## config.mk

```make
export PLATFORM = sky130hd
export DESIGN_NAME = store_rmw
export DESIGN_NICKNAME = d
export VERILOG_FILES = /design/src/rtl/store_rmw.sv
export SDC_FILE = /design/constraint.sdc
export NUM_CORES = 1
export LEC_CHECK = 0
export ABC_AREA = 1
export ABC_CLOCK_PERIOD_IN_PS = 1500
export BUFFER_PORTS_ARGS = -buffer_cell sky130_fd_sc_hd__buf_4
export CORE_ASPECT_RATIO = 2
export CORE_UTILIZATION = 40
export CTS_CLUSTER_DIAMETER = 200
export DETAILED_ROUTE_END_ITERATION = 16
export PLACE_DENSITY_LB_ADDON = 0.08
export SYNTH_ARGS = -nofsm -noshare
export SYNTH_HDL_FRONTEND = slang
export SYNTH_SLANG_ARGS = --single-unit
```

## constraint.sdc

```tcl
create_clock -name clk -period 1.5 [get_ports clk]
set_input_delay 0.45 -clock clk [delete_from_list [all_inputs] [get_ports clk]]
set_output_delay 0.45 -clock clk [all_outputs]
set_load 0.05 [all_outputs]
```

## src/rtl/store_rmw.sv

```systemverilog
// Store path for a memory port without byte enables: places SB/SH/SW data in
// the addressed lanes, using read-modify-write for sub-word stores.
//
// state   | meaning
// --------+-------------------------------------------------------------
// S_IDLE  | ready for a request; decode and latch it on transfer
// S_READ  | memRe is high; memory returns the word on the next cycle
// S_MERGE | memRdata is valid; merge the store lanes into it
// S_WRITE | memWe and done are high with the merged word
// S_FAULT | fault is high; the request is dropped without touching memory
module store_rmw #(
    parameter int ADDR_W = 32
) (
    input  logic              clk,
    input  logic              rst_n,
    input  logic              reqValid,
    output logic              reqReady,
    input  logic [2:0]        storeCtrl,
    input  logic [ADDR_W-1:0] reqAddr,
    input  logic [31:0]       reqData,
    output logic [ADDR_W-1:0] memAddr,
    output logic              memRe,
    input  logic [31:0]       memRdata,
    output logic              memWe,
    output logic [31:0]       memWdata,
    output logic [3:0]        byteEn,
    output logic              done,
    output logic              fault
);

    typedef enum logic [2:0] {
        S_IDLE,
        S_READ,
        S_MERGE,
        S_WRITE,
        S_FAULT
    } state_t;

    localparam logic [2:0] CTRL_SB = 3'b000;
    localparam logic [2:0] CTRL_SH = 3'b001;
    localparam logic [2:0] CTRL_SW = 3'b010;

    state_t            state_q, state_d;
    logic              req_ready_q, req_ready_d;
    logic              mem_re_q, mem_re_d;
    logic              mem_we_q, mem_we_d;
    logic              done_q, done_d;
    logic              fault_q, fault_d;
    logic [ADDR_W-1:0] mem_addr_q, mem_addr_d;
    logic [31:0]       mem_wdata_q, mem_wdata_d;
    logic [3:0]        byte_en_q, byte_en_d;
    logic [31:0]       lane_data_q, lane_data_d;

    logic [3:0]        dec_be;
    logic [31:0]       dec_data;
    logic              dec_bad;
    logic              dec_sw;
    logic [31:0]       merged;
    logic              accept;

    // Request decode: lane mask, lane-replicated data and legality.
    always_comb begin
        dec_be   = 4'b0000;
        dec_data = reqData;
        dec_bad  = 1'b1;
        dec_sw   = 1'b0;
        case (storeCtrl)
            CTRL_SB: begin
                dec_be   = 4'b0001 << reqAddr[1:0];
                dec_data = {4{reqData[7:0]}};
                dec_bad  = 1'b0;
            end
            CTRL_SH: begin
                dec_be   = reqAddr[1] ? 4'b1100 : 4'b0011;
                dec_data = {2{reqData[15:0]}};
                dec_bad  = reqAddr[0];
            end
            CTRL_SW: begin
                dec_be   = 4'b1111;
                dec_data = reqData;
                dec_bad  = |reqAddr[1:0];
                dec_sw   = 1'b1;
            end
            default: begin
                dec_be   = 4'b0000;
                dec_bad  = 1'b1;
            end
        endcase
    end

    always_comb begin
        merged = '0;
        for (int i = 0; i < 4; i++) begin
            merged[8*i +: 8] = byte_en_q[i] ? lane_data_q[8*i +: 8] : memRdata[8*i +: 8];
        end
    end

    // reqReady_q is only ever high in S_IDLE, so it alone qualifies a transfer.
    assign accept = reqValid && req_ready_q;

    // Outputs are computed for the state being entered and then registered.
    always_comb begin
        state_d     = state_q;
        req_ready_d = 1'b0;
        mem_re_d    = 1'b0;
        mem_we_d    = 1'b0;
        done_d      = 1'b0;
        fault_d     = 1'b0;
        mem_addr_d  = mem_addr_q;
        mem_wdata_d = mem_wdata_q;
        byte_en_d   = byte_en_q;
        lane_data_d = lane_data_q;
        case (state_q)
            S_IDLE: begin
                req_ready_d = 1'b1;
                if (accept) begin
                    req_ready_d = 1'b0;
                    mem_addr_d  = {reqAddr[ADDR_W-1:2], 2'b00};
                    byte_en_d   = dec_be;
                    lane_data_d = dec_data;
                    if (dec_bad) begin
                        state_d = S_FAULT;
                        fault_d = 1'b1;
                    end else if (dec_sw) begin
                        state_d     = S_WRITE;
                        mem_we_d    = 1'b1;
                        done_d      = 1'b1;
                        mem_wdata_d = reqData;
                    end else begin
                        state_d  = S_READ;
                        mem_re_d = 1'b1;
                    end
                end
            end
            S_READ: begin
                state_d = S_MERGE;
            end
            S_MERGE: begin
                state_d     = S_WRITE;
                mem_we_d    = 1'b1;
                done_d      = 1'b1;
                mem_wdata_d = merged;
            end
            S_WRITE: begin
                state_d     = S_IDLE;
                req_ready_d = 1'b1;
            end
            S_FAULT: begin
                state_d     = S_IDLE;
                req_ready_d = 1'b1;
            end
            default: begin
                state_d = S_IDLE;
            end
        endcase
    end

    always_ff @(posedge clk or negedge rst_n) begin
        if (!rst_n) begin
            state_q     <= S_IDLE;
            req_ready_q <= 1'b0;
            mem_re_q    <= 1'b0;
            mem_we_q    <= 1'b0;
            done_q      <= 1'b0;
            fault_q     <= 1'b0;
            mem_addr_q  <= '0;
            mem_wdata_q <= '0;
            byte_en_q   <= '0;
            lane_data_q <= '0;
        end else begin
            state_q     <= state_d;
            req_ready_q <= req_ready_d;
            mem_re_q    <= mem_re_d;
            mem_we_q    <= mem_we_d;
            done_q      <= done_d;
            fault_q     <= fault_d;
            mem_addr_q  <= mem_addr_d;
            mem_wdata_q <= mem_wdata_d;
            byte_en_q   <= byte_en_d;
            lane_data_q <= lane_data_d;
        end
    end

    assign reqReady = req_ready_q;
    assign memRe    = mem_re_q;
    assign memWe    = mem_we_q;
    assign done     = done_q;
    assign fault    = fault_q;
    assign memAddr  = mem_addr_q;
    assign memWdata = mem_wdata_q;
    assign byteEn   = byte_en_q;

endmodule

```

==> out/results.tsv <==
stage	metric	value	unit
setup_path	worst-path maximum fanout	17	
detailed_routing	Iter 0 DRT Violations	270	
detailed_routing	drt pass-1 iters	4	
timing	Final Setup Violations	0	
setup_path	Largest stage delay, worst path	0.41	ns
timing	Slew Limit Fails	0	
detailed_routing	via-per-instance ratio	4.940	
clocking	Root Driver	clkbuf_16	
global_route	initial antenna violation count	0	
flow_run	Max-Cap Viols	0	
layout	Final Non-Filler Cells	1060	
placed_design	IO buf count	172	
layout	share of layout cells above drive strength 1	27.75	%
layout	ANT cells	0	
die	Core Area	12990	µm²
setup_path	Crit Reg-Reg Startpoint	state_q[1]$_DFFE_PN0N_	
synthesis	synthesized instance count	724	
placed_design	DP Cell Count	1037	
timing	minimum clock period	1.494	ns
setup_path	reg2reg path depth	9	
global_route	number of global-route vias before repair	5190	
layout	area grow syn2layout	37.46	%
synthesis	Cell Area, Synth	5314	µm²
setup_path	Crit-path slowest cell	dfrtp_1	
detailed_routing	Routed Antenna Nets	0	
detailed_routing	remaining routing DRC violations	0	
die	die width	83.50	µm
clocking	clock slew at reported path FFs	0.07	ns
timing	Setup WS post-layout	0.005627	ns
clocking	CTS H-tree depth	3	
layout	post-layout util	56.22	%
setup_path	most frequent CP cell	nor2_4	
clocking	CTS tree	done	
timing	Fmax	669.2	MHz
setup_path	Critical Path RT	1.73	ns
synthesis	top post-synthesis cells by area	dfrtp_1, nand2_1, o21ai_0	
power_and_ir_drop	PnR Total Power	16400	µW
clocking	TritonCTS Buffers	9	
synthesis	synth warn	0	
setup_path	reg2reg setup slack	0.006	ns
die	overall die height	165	µm
placed_design	Placer Congestion	0.8872	
global_route	global-route wire length before repair	25260	µm
placed_design	post-place setup slack	-0.06820	ns
timing	unrepaired setup endpoints after global routing	true	
synthesis	register area share after synthesis	49.45	%
timing	Hold Fails Final Rpt	0	
power_and_ir_drop	peak supply drop	0.001472	V
synthesis	#FFs+latches synth	105	
global_route	Overall Global Routing Usage	23.48	%
power_and_ir_drop	power per cell area	2246	nW/µm²
detailed_routing	drt total wl	16300	µm
global_route	largest net degree at the start of global routing	49	
hold_path	min-delay worst type	in2async	
setup_path	CP endpoint kind	register	
placed_design	Post-DP HPWL	11810	µm
setup_path	Worst EP arrival	1.73	ns
timing	Setup Skew	0.006977	ns
timing	Fin Hold WS	0.01238	ns
setup_path	Setup crit start kind	register	
power_and_ir_drop	Leak	0.004030	µW
setup_path	Crit Path Class	reg2reg	
layout	final net count	1005	
synthesis	Distinct cells, synth	25	
timing	fin crit share	99.62	%
synthesis	syn_area_per_cell	7.340	µm²
detailed_routing	via count	5236	
clocking	worst-skew pair later-pin latency	0.35	ns
run_status	status	complete, no violations	
die	Starting Density	40.90	%
detailed_routing	WL/cell	15.37	µm
setup_path	CP cell instances	nor2_2, inv_1, nor2_4, inv_2, nor2_4, inv_4, clkbuf_16, nand2_1, o21ai_1	
die	num ports	175	
synthesis	Synth top area share	49.45	%
synthesis	Yosys top cell by area	dfrtp_1	
die	die area	13780	µm²
setup_path	reg2reg end	lane_data_q[19]$_DFFE_PN0P_	
die	std cell rows	59	
global_route	Overflow after GRT	0	
clocking	clock sinks	105	
clocking	CTS max path bufs	2	
==> how the worst max path moves through the flow <==
stage	from	to	cells past startpoint
floorplan	reqReady$_DFF_PN0_	memWdata[0]$_DFFE_PN0P_	8
global placement	storeCtrl[2]	memWdata[3]$_DFFE_PN0P_	9
detailed placement	storeCtrl[2]	memWdata[3]$_DFFE_PN0P_	9
CTS	state_q[0]$_DFFE_PN0N_	memAddr[8]$_DFFE_PN0P_	9
global route	state_q[1]$_DFFE_PN0N_	byteEn[0]$_DFFE_PN0P_	8
finish	state_q[1]$_DFFE_PN0N_	lane_data_q[19]$_DFFE_PN0P_	9
==> cell usage in the layout, fill, tap and decap left out <==
master and n:
nand2_1 328, buf_4 196, dfrtp_1 100, o21ai_0 92, inv_1 67, nand3_1 37
nor2_1 13, clkbuf_16 11, o21ai_1 10, buf_12 10, o21ai_2 6, dfrtp_2 5
nand2_2 4, nor2_4 3, clkinv_4 3, buf_6 3, nor2_2 2, inv_2 2
a21oi_1 2, nor3_1 2, conb_1 2, o221ai_1 1, nand3_2 1, inv_4 1
nor3_2 1, nand4_1 1, nand3b_1 1, inv_8 1, clkinv_2 1, inv_6 1
clkbuf_8 1
==> sequential cells by signal (all words and copies together) (netlist names) <==
name,cells
lane_data_q,32
memWdata,32
memAddr,30
byteEn,4
state_q,3
done,1
fault,1
memRe,1
reqReady,1
==> power by group <==
group          internal [µW]  switching [µW]
clock                   1200            1120
combinational           2900            6200
sequential              4170             822
total                   8260            8140
==> per-stage QoR <==
stage | setup TNS [ns] | instance area [µm²]
floorplan | 0 | 5326
global route | -3.350 | 7305
detailed placement | -1.801 | 6898
CTS | 0 | 7218
global placement | -1.216 | 6898
finish | 0 | 7305
==> cell usage after synthesis <==
master	count
nor3_2	1
o21ai_0	92
nand4_1	1
dfrtp_1	105
buf_6	8
nand3b_1	1
nor3_1	2
buf_1	1
nand3_1	37
nand3_2	1
o221ai_1	1
a21oi_1	2
nand2_1	329
buf_2	21
clkbuf_1	11
nor2_1	14
o21ai_1	10
nor2_4	3
o21ai_2	6
inv_1	68
nand2_2	3
conb_1	1
inv_2	2
nor2_2	1
buf_4	3
==> what timing repair did <==
action,in CTS,in global routing
setup buffers,3,1
hold buffers,0,0
gates cloned,0,3
gates resized for setup,2,6
endpoints found under the hold margin,0,0
endpoints found under the setup margin,5,99
==> critical path: cells and delay by family (launching register included) <==
| family | cells | cell delay [ns] |
|---|---|---|
| and+or+nand+nor | 4 | 0.45 |
| buffers and inverters | 4 | 0.45 |
| DFF | 1 | 0.41 |
| AOI/OAI and AO/OA | 1 | 0.05 |
==> per-layer routing <==
metal	vias to the layer above	routed length [µm]	track usage, %	part of all wire, %
met4	0	702	11.79	4.3
met3	35	820	4.448	5.0
met5	-	0	0	0
met2	169	8718	44.15	53
met1	2447	6056	24.77	37
li1	2585	-	-	-
==> final cells by class <==
| cell class | instances | area (µm²) |
|---|---|---|
| clock inverters | 6 | 51.30 |
| multi-input cells | 506 | 2170 |
| repair buffers | 211 | 1755 |
| well taps | 152 | 190.2 |
| clock buffers | 10 | 239.0 |
| fillers | 1264 | 5688 |
| flip-flops and latches | 105 | 2634 |
| inverters | 70 | 265.3 |
==> cells by family after synthesis <==
family / share of synthesized area [%]
other cells: 0.07057
flops: 49.45
buf+inv: 9.889
simple gates: 29.64
compound gates: 10.95
Power figures use the tool's default switching activity.
